===== src/rtl/bcd_timer_if.sv =====
// Control and display bundle for the BCD timer controller.
//   master : drives start/pause/clear/load/dir/preset digits, observes count/status
//   slave  : the controller side (receives commands, drives count/status)
// Signals:
//   start, pause, clear, load, dir  - level commands sampled each clk
//   preset_low, preset_high         - preset/target BCD digits
//   count_low, count_high           - current BCD count digits
//   tick, done                      - one-clk pulses (count step, terminal reached)
//   running                         - high while in RUN
//   state                           - IDLE=00, RUN=01, PAUSE=10, DONE=11
interface bcd_timer_if;
  logic       start;
  logic       pause;
  logic       clear;
  logic       load;
  logic       dir;
  logic [3:0] preset_low;
  logic [3:0] preset_high;
  logic [3:0] count_low;
  logic [3:0] count_high;
  logic       tick;
  logic       running;
  logic       done;
  logic [1:0] state;

  modport master (
    output start, pause, clear, load, dir, preset_low, preset_high,
    input  count_low, count_high, tick, running, done, state
  );

  modport slave (
    input  start, pause, clear, load, dir, preset_low, preset_high,
    output count_low, count_high, tick, running, done, state
  );
endinterface


===== src/rtl/bcd_timer_ctrl.sv =====
// Start/pause/clear/load sequencer around a two-digit BCD count (00..99).
// A prescaler divides clk into count steps; the count runs up to a
// programmed target or down from a preset to 00, then stops in DONE.
// Parameters:
//   PRESCALE - clk cycles per count step (1..65535)
//   PS_W     - prescaler width, 2^PS_W >= PRESCALE
// Ports:
//   clk - system clock (rising edge)
//   rst - asynchronous active-low reset
//   bus - bcd_timer_if.slave: commands in, count digits and status out
// All outputs are registered.
module bcd_timer_ctrl #(
  parameter int PRESCALE = 10,
  parameter int PS_W     = 16
) (
  input  logic        clk,
  input  logic        rst,
  bcd_timer_if.slave  bus
);

  typedef enum logic [1:0] {
    IDLE  = 2'b00,
    RUN   = 2'b01,
    PAUSE = 2'b10,
    DONE  = 2'b11
  } state_t;

  localparam logic [PS_W-1:0] PS_LAST = PS_W'(PRESCALE - 1);

  state_t          state_q;
  logic [PS_W-1:0] ps_q;
  logic [3:0]      cnt_lo_q;
  logic [3:0]      cnt_hi_q;
  logic [3:0]      tgt_lo_q;
  logic [3:0]      tgt_hi_q;
  logic            dir_q;
  logic            tick_q;
  logic            done_q;
  logic            running_q;

  logic [7:0]      count_w;
  logic [7:0]      term_w;
  logic            at_term;
  logic [3:0]      pre_lo_c;
  logic [3:0]      pre_hi_c;

  // Non-BCD preset digits saturate to 9 rather than being passed through.
  function automatic logic [3:0] clamp_digit(input logic [3:0] d);
    return (d > 4'd9) ? 4'd9 : d;
  endfunction

  function automatic logic [7:0] bcd_inc(input logic [7:0] v);
    if (v[3:0] == 4'd9) return {v[7:4] + 4'd1, 4'd0};
    else                return {v[7:4], v[3:0] + 4'd1};
  endfunction

  function automatic logic [7:0] bcd_dec(input logic [7:0] v);
    if (v[3:0] == 4'd0) return {v[7:4] - 4'd1, 4'd9};
    else                return {v[7:4], v[3:0] - 4'd1};
  endfunction

  assign count_w  = {cnt_hi_q, cnt_lo_q};
  // Counting down always ends at 00; counting up ends at the loaded target.
  assign term_w   = dir_q ? 8'h00 : {tgt_hi_q, tgt_lo_q};
  assign at_term  = (count_w == term_w);
  assign pre_lo_c = clamp_digit(bus.preset_low);
  assign pre_hi_c = clamp_digit(bus.preset_high);

  always_ff @(posedge clk or negedge rst) begin
    if (!rst) begin
      state_q   <= IDLE;
      ps_q      <= '0;
      cnt_lo_q  <= 4'd0;
      cnt_hi_q  <= 4'd0;
      tgt_lo_q  <= 4'd0;
      tgt_hi_q  <= 4'd0;
      dir_q     <= 1'b0;
      tick_q    <= 1'b0;
      done_q    <= 1'b0;
      running_q <= 1'b0;
    end else begin
      tick_q <= 1'b0;
      done_q <= 1'b0;
      if (bus.clear) begin
        state_q   <= IDLE;
        ps_q      <= '0;
        cnt_lo_q  <= 4'd0;
        cnt_hi_q  <= 4'd0;
        running_q <= 1'b0;
      end else if (bus.load) begin
        state_q   <= IDLE;
        ps_q      <= '0;
        tgt_lo_q  <= pre_lo_c;
        tgt_hi_q  <= pre_hi_c;
        dir_q     <= bus.dir;
        cnt_lo_q  <= bus.dir ? pre_lo_c : 4'd0;
        cnt_hi_q  <= bus.dir ? pre_hi_c : 4'd0;
        running_q <= 1'b0;
      end else begin
        unique case (state_q)
          IDLE: begin
            // pause outranks start, so a held pause keeps the timer idle
            if (bus.start && !bus.pause) begin
              state_q   <= RUN;
              ps_q      <= '0;
              running_q <= 1'b1;
            end
          end
          RUN: begin
            // Terminal check wins over a coinciding prescaler wrap, so the
            // count never steps past its end value.
            if (at_term) begin
              state_q   <= DONE;
              done_q    <= 1'b1;
              running_q <= 1'b0;
            end else if (bus.pause) begin
              state_q   <= PAUSE;
              running_q <= 1'b0;
            end else if (ps_q == PS_LAST) begin
              ps_q   <= '0;
              tick_q <= 1'b1;
              if (dir_q) {cnt_hi_q, cnt_lo_q} <= bcd_dec(count_w);
              else       {cnt_hi_q, cnt_lo_q} <= bcd_inc(count_w);
            end else begin
              ps_q <= ps_q + PS_W'(1);
            end
          end
          PAUSE: begin
            // Prescaler is left untouched so partial progress resumes.
            if (bus.start && !bus.pause) begin
              state_q   <= RUN;
              running_q <= 1'b1;
            end
          end
          DONE: begin
          end
          default: begin
            state_q   <= IDLE;
            running_q <= 1'b0;
          end
        endcase
      end
    end
  end

  assign bus.count_low  = cnt_lo_q;
  assign bus.count_high = cnt_hi_q;
  assign bus.tick       = tick_q;
  assign bus.done       = done_q;
  assign bus.running    = running_q;
  assign bus.state      = state_q;

endmodule

===== src/flat_wrapper.sv =====
// flat-port wrapper written by rule: the top's interface ports become plain ports
module bcd_timer_ctrl_flat 
#(
  parameter int PRESCALE = 10,
  parameter int PS_W     = 16
)
  (clk, rst, bus_start, bus_pause, bus_clear, bus_load, bus_dir, bus_preset_low, bus_preset_high, bus_count_low, bus_count_high, bus_tick, bus_running, bus_done, bus_state);
  bcd_timer_if bus_i ();
  input  logic clk;
  input  logic rst;
  input wire logic [$bits(bus_i.start)-1:0] bus_start;
  input wire logic [$bits(bus_i.pause)-1:0] bus_pause;
  input wire logic [$bits(bus_i.clear)-1:0] bus_clear;
  input wire logic [$bits(bus_i.load)-1:0] bus_load;
  input wire logic [$bits(bus_i.dir)-1:0] bus_dir;
  input wire logic [$bits(bus_i.preset_low)-1:0] bus_preset_low;
  input wire logic [$bits(bus_i.preset_high)-1:0] bus_preset_high;
  output wire logic [$bits(bus_i.count_low)-1:0] bus_count_low;
  output wire logic [$bits(bus_i.count_high)-1:0] bus_count_high;
  output wire logic [$bits(bus_i.tick)-1:0] bus_tick;
  output wire logic [$bits(bus_i.running)-1:0] bus_running;
  output wire logic [$bits(bus_i.done)-1:0] bus_done;
  output wire logic [$bits(bus_i.state)-1:0] bus_state;
  assign bus_i.start = bus_start;
  assign bus_i.pause = bus_pause;
  assign bus_i.clear = bus_clear;
  assign bus_i.load = bus_load;
  assign bus_i.dir = bus_dir;
  assign bus_i.preset_low = bus_preset_low;
  assign bus_i.preset_high = bus_preset_high;
  assign bus_count_low = bus_i.count_low;
  assign bus_count_high = bus_i.count_high;
  assign bus_tick = bus_i.tick;
  assign bus_running = bus_i.running;
  assign bus_done = bus_i.done;
  assign bus_state = bus_i.state;
  bcd_timer_ctrl #(.PRESCALE(PRESCALE), .PS_W(PS_W)) u_core (.clk(clk), .rst(rst), .bus(bus_i));
endmodule

===== config.mk =====
export PLATFORM = sky130hd
export DESIGN_NAME = bcd_timer_ctrl_flat
export DESIGN_NICKNAME = d
export VERILOG_FILES = /design/src/rtl/bcd_timer_if.sv /design/src/rtl/bcd_timer_ctrl.sv /design/src/flat_wrapper.sv
export SDC_FILE = /design/constraint.sdc
export NUM_CORES = 1
export LEC_CHECK = 0
export BUFFER_PORTS_ARGS = -buffer_cell sky130_fd_sc_hd__buf_2
export CORE_MARGIN = 4
export CORE_UTILIZATION = 30
export DETAILED_ROUTE_END_ITERATION = 16
export SYNTH_ARGS = -nofsm -noshare
export SYNTH_HDL_FRONTEND = slang
export SYNTH_SLANG_ARGS = --single-unit
export TNS_END_PERCENT = 1

===== constraint.sdc =====
create_clock -name clk -period 2.1 [get_ports clk]
set_input_delay 0.315 -clock clk [delete_from_list [all_inputs] [get_ports clk]]
set_output_delay 0.315 -clock clk [all_outputs]
set_load 0.01 [all_outputs]

==> flow_summary.json, run 1 <==
{
  "place.gp.congestion": 0.856,
  "clockBufferDepth": 2,
  "clk_pin_slew_ns": 0.08,
  "p_int_mw": 1.22,
  "combPwrFrac_pct": 23.5,
  "cp-startpoint": "u_core.bus.count_high[2]$_DFFE_PN0P_",
  "routed_via_density": 5.29,
  "mappedNetlistArea_um2": 2660,
  "synthTopCellsByCount": "dfrtp_1 (38), nand2_1 (33), o21ai_0 (31)",
  "layout.cells.non_filler": 462,
  "worst_pin_slew_ns": 0.533,
  "grt_antenna_before_repair": 0,
  "slew_viol_final": 0,
  "synth.distinct_cells": 56,
  "gr-usage-all-layers_pct": 13.2,
  "synth_most_common_cell": "dfrtp_1",
  "synth.area.top_cells": "dfrtp_1 (36%), o31ai_4 (6.4%), o21ai_0 (5.8%)",
  "seq_area_frac_synth_pct": 35.8,
  "synth_cells": 288,
  "nets": 375,
  "grt_pass1_wl_um": 11200,
  "crit_path_end_kind": "flop",
  "drc_errors": 0,
  "status": "complete, no violations",
  "rsz0062_at_grt": "true",
  "dp_hpwl_um": 5150,
  "yosysTopAreaCellShare_pct": 35.8,
  "cts.sinks": 38,
  "first_pass_iters": 4,
  "clk_latency_ns": 0.29,
  "p_clk_share_pct": 29.9,
  "hp-class": "in2async",
  "wl_um": 6970,
  "dieWidth_um": 102,
  "placedCellCount": 451,
  "start_util_pct": 30.6,
  "fin_crit_ns": 2.05,
  "ys_async_sr_fraction_pct": 100,
  "ys_seq_elements": 38,
  "path_class": "reg2reg",
  "peakVddDrop_uv": 252,
  "worstPathRequired_ns": 2.29,
  "num_rows": 34,
  "ios": 28,
  "cap_violations": 0,
  "drt_iter0_markers": 92,
  "fin_area_um2": 3370,
  "leakage_nw": 1.54,
  "r2r-start": "u_core.bus.count_high[2]$_DFFE_PN0P_",
  "crit_arrival_ns": 2.24,
  "fin_crit_sh_pct": 97.6,
  "critical_path_peak_fanout": 8,
  "drt.antenna.violating_nets": 0,
  "coreArea_um2": 8680,
  "io_buffers": 27,
  "cts_htree_levels": 2,
  "grt_overflow_total": 0,
  "setup_viol": 0,
  "synthesis.nets": 310,
  "powerDensity_nw_per_um2": 520,
  "area_delta_synth_final_pct": 26.8,
  "avgSynthCellArea_um2": 9.23,
  "seqPwrFrac_pct": 46.5,
  "placed_cell_area_um2": 3170,
  "via_count": 2442,
  "relSlewSlack_pct": 64.4,
  "max_freq_mhz": 488,
  "switchingPower_mw": 0.530,
  "fin_worst_skew_ns": 0.00611,
  "cts_tree": "done",
  "die_h_um": 102,
  "numCtsBuffers": 5,
  "p_sw_share_pct": 30.2,
  "synthFlopType": "dfrtp_1",
  "avgRoutedWirePerCell_um": 15.1,
  "fillers": 896,
  "synth_top_area_cell": "dfrtp_1",
  "antenna_cells": 0,
  "die_area_um2": 10400,
  "grt_pass1_vias": 2334,
  "total_power_mw": 1.75,
  "synth-edff-count": 0,
  "hold_violations": 0,
  "grt_start_max_net_pins": 20,
  "cts_root_buf": "clkbuf_8",
  "synth_warnings": 0,
  "start_kind": "flop",
  "drive_gt1_share_pct": 32.8
}
## path summary, 6_finish.rpt
path / end / slack [ns] / depth (start not counted)
max: u_core.ps_q[8]$_DFFE_PN0P_ / 0.05 / 8
min: u_core.dir_q$_DFFE_PN0P_ / 0.001 / 1
max reg2reg: u_core.ps_q[8]$_DFFE_PN0P_ / 0.05 / 8
min reg2reg: u_core.ps_q[15]$_DFFE_PN0P_ / 0.55 / 1
max in group asynchronous: u_core.bus.count_low[1]$_DFFE_PN0P_ / 1.52 / 2
min in group clk: u_core.bus.count_low[1]$_DFFE_PN0P_ / 0.23 / 2
## sequential cells by signal, summed over array words and instances (netlist names), 2 cells and up
register	flops
u_core.tgt_lo_q	4
u_core.bus.count_high	4
u_core.ps_q	16
u_core.bus.count_low	4
u_core.bus.state	2
u_core.tgt_hi_q	4
## power by group through the flow
| stage | Sequential, mW | Combinational (mW) | Clock [mW] |
|---|---|---|---|
| 5_1_grt | 0.822 | 0.455 | 0.577 |
| 4_1_cts | 0.815 | 0.393 | 0.544 |
| 2_1_floorplan | 0.823 | 0.251 | 0 |
| 6_report | 0.816 | 0.413 | 0.525 |
| 3_5_place_dp | 0.830 | 0.391 | 0 |
| 3_3_place_gp | 0.828 | 0.383 | 0 |
## repair_timing
item,CTS,global route
pin swaps,1,5
resized for setup,4,21
setup endpoints to repair,8,23
hold endpoints to repair,0,0
hold buffers,0,0
gates cloned,0,1
buffers inserted,0,2
## kinds of logic after synthesis
logic type,share of synthesized area (%)
compound gates,27.3
xor+xnor,2.31
fa+ha+maj,3.29
buf+inv,4.94
flops,35.8
mux,4.80
simple gates,21.6
## area by class of cell
cell class / count / area, µm² / share of cell area [%]
clock buffers: 7 / 86.3 / 2.56
clock inverters: 1 / 5.00 / 0.148
inverters: 13 / 48.8 / 1.45
multi-input cells: 226 / 1640 / 48.7
flip-flops and latches: 38 / 952 / 28.2
well taps: 108 / 135 / 4.01
repair buffers: 69 / 500 / 14.8
## through the flow
stage / setup slack, ns / hold WS [ns] / setup TNS (ns) / utilization (%)
6_report: 0.0497 / 0.00133 / 0 / 38.8
3_3_place_gp: 0.0183 / 0.305 / 0 / 36.5
3_5_place_dp: -0.0310 / 0.317 / -0.0437 / 36.5
4_1_cts: -0.0409 / 0.00284 / -0.0605 / 37.6
2_1_floorplan: 0.0147 / 0.0194 / 0 / -
5_1_grt: -0.0440 / 0.00438 / -0.136 / 38.8
## cell usage in the layout (no fill, tap or decap), drive strengths merged, types with 2 or more instances in the layout
master / count
a21oi: 10
a311oi: 2
a31oi: 6
and3: 6
buf: 68
clkbuf: 8
dfrtp: 38
ha: 7
inv: 13
mux2: 4
mux2i: 6
nand2: 33
nand2b: 6
nand3: 8
nand3b: 2
nand4: 4
nand4bb: 2
nor2: 30
nor2b: 4
nor3: 3
nor3b: 2
nor4: 5
o211a: 2
o21a: 2
o21ai: 35
o22ai: 2
o311ai: 2
o31ai: 13
o41ai: 3
or2: 5
xnor2: 4
xor2: 3
## worst max-delay path, cell delays in order (launching register included)
cell,delay (ns)
dfrtp_1,0.44
nand2_1,0.12
nor4_2,0.05
buf_4,0.14
o32ai_4,0.34
o31ai_4,0.10
or2_4,0.28
buf_12,0.16
o41ai_2,0.32
## metal layers
| layer | vias to the layer above | track usage [%] | part of all wire, % |
|---|---|---|---|
| met2 | 40 | 22.2 | 49 |
| met3 | 6 | 2.53 | 3.6 |
| met1 | 1209 | 17.8 | 46 |
| li1 | 1187 | - | - |
| met4 | 0 | 2.72 | 0.90 |
| met5 | - | 0 | 0 |
(Power assumes the default switching activity.)
==> run 2: changes to the inputs <==
Settings changed: HOLD_SLACK_MARGIN set to 0.05.
==> flow_summary.json, run 2 (synthesized netlist as in run 1, its figures left out) <==
{
  "via_count": 2454,
  "num_rows": 34,
  "drc_errors": 0,
  "antenna_cells": 0,
  "clockBufferDepth": 2,
  "path_cells": "nand2_1 -> nor4_2 -> buf_4 -> o32ai_4 -> o31ai_4 -> or2_4 -> buf_12 -> o41ai_2",
  "drive_gt1_share_pct": 32.7,
  "cts.sinks": 38,
  "grt_overflow_total": 0,
  "fin_worst_skew_ns": 0.00599,
  "cts_root_buf": "clkbuf_8",
  "relSlewSlack_pct": 64.2,
  "area_delta_synth_final_pct": 27.2,
  "met3_usage_pct": 2.53,
  "crit_path_end_kind": "flop",
  "coreArea_um2": 8680,
  "worst_pin_slew_ns": 0.537,
  "max_freq_mhz": 488,
  "wl_um": 6990,
  "critical_path_peak_fanout": 8,
  "critPathTopFamily": "compound AO/OA/AOI/OAI gates",
  "grt_antenna_before_repair": 0,
  "die_area_um2": 10400,
  "layout_common_cells": "buf_4 (37), dfrtp_1 (37), nand2_1 (33)",
  "grt.busiest_layer": "met2",
  "start_util_pct": 30.6,
  "drt_iter0_markers": 71,
  "powerDensity_nw_per_um2": 519,
  "ios": 28,
  "fin_crit_ns": 2.05,
  "largest_reg_flops": 16,
  "leakage_nw": 1.55,
  "crit_arrival_ns": 2.24,
  "cap_violations": 0,
  "clk_latency_ns": 0.29,
  "hp-class": "in2reg",
  "use_met1_pct": 17.8,
  "io_buffers": 27,
  "start_kind": "flop",
  "first_pass_iters": 4,
  "dieWidth_um": 102,
  "worstPathRequired_ns": 2.29,
  "rsz0062_at_grt": "true",
  "clk_pin_slew_ns": 0.08,
  "grt_use_met2_pct": 22.3,
  "avgRoutedWirePerCell_um": 15.1,
  "top_register": "u_core.ps_q",
  "drt.antenna.violating_nets": 0,
  "gr-usage-all-layers_pct": 13.3,
  "slowest_delay_ns": 0.44,
  "cts_htree_levels": 2,
  "die_h_um": 102,
  "grt_start_max_net_pins": 20,
  "slew_viol_final": 0,
  "fin_crit_sh_pct": 97.6,
  "final_core_util_pct": 39.0,
  "peakVddDrop_uv": 252,
  "place.gp.congestion": 0.856,
  "hold_violations": 0,
  "total_power_mw": 1.76,
  "nets": 376,
  "numCtsBuffers": 5,
  "setup_viol": 0,
  "dp_hpwl_um": 5150,
  "routed_via_density": 5.30,
  "crit_slowest_cell": "dfrtp_1",
  "crit_buf_inv": 2,
  "path_class": "reg2reg",
  "status": "complete, no violations",
  "cts_tree": "done",
  "grt_pass1_vias": 2340,
  "grt_pass1_wl_um": 11200
}
## run 2: power by group
part	switching (mW)	total [mW]	internal, mW
Combinational	0.221	0.414	0.193
Sequential	0.0497	0.816	0.767
Clock	0.260	0.525	0.265
Total	0.531	1.76	1.23
## run 2: final timing paths
path                                                      start                             endpoint  depth (start not counted)  slack [ns]
setup / recovery           u_core.bus.count_high[2]$_DFFE_PN0P_           u_core.ps_q[8]$_DFFE_PN0P_                          8        0.05
hold / removal                                        bus_clear  u_core.bus.count_low[1]$_DFFE_PN0P_                          2        0.24
hold reg to reg                     u_core.ps_q[15]$_DFFE_PN0P_          u_core.ps_q[15]$_DFFE_PN0P_                          1        0.55
min in group asynchronous                                   rst             u_core.dir_q$_DFFE_PN0P_                          2        0.54
max in group asynchronous                                   rst  u_core.bus.count_low[1]$_DFFE_PN0P_                          3        0.98
setup reg to reg           u_core.bus.count_high[2]$_DFFE_PN0P_           u_core.ps_q[8]$_DFFE_PN0P_                          8        0.05
## run 2: stage by stage
stage	hold slack [ns]	cells	setup TNS [ns]	setup slack, ns	cell area [µm²]
after global placement	0.305	451	0	0.0183	3170
after global routing	0.246	463	-0.136	-0.0440	3380
after CTS	0.229	460	-0.0605	-0.0409	3270
after detailed placement	0.317	451	-0.0437	-0.0310	3170
after floorplan	0.0194	288	0	0.0147	2670
final	0.235	463	0	0.0497	3380
## run 2: worst reg2reg max path, delay by kind of cell (launching register included)
kind / cells / cell delay, ns
simple gates: 3 / 0.46
compound gates: 3 / 0.76
buf+inv: 2 / 0.30
flops: 1 / 0.44
## run 2: cell type report
cell class | count | area, µm²
fill | 895 | 5300
clock buffer | 7 | 86.3
inverter | 13 | 48.8
tap | 108 | 135
multi-input combinational | 226 | 1640
sequential | 38 | 952
timing repair buffer | 70 | 510
clock inverter | 1 | 5.00
## run 2: timing repair
item                       4_1_cts  5_1_grt
hold buffers                     1        0
resized for setup                4       21
setup buffers                    0        2
hold endpoints to repair        17        0
pin swaps                        1        5
gates cloned                     0        1
setup endpoints to repair        8       23
## run 2: per-layer routing
metal  wire, µm  part of all wire [%]  up-vias
li1           -                     -     1190
met1       3230                    46     1214
met2       3430                    49       43
met3        259                   3.7        7
met4         68                  0.97        0
met5          0                     0        -
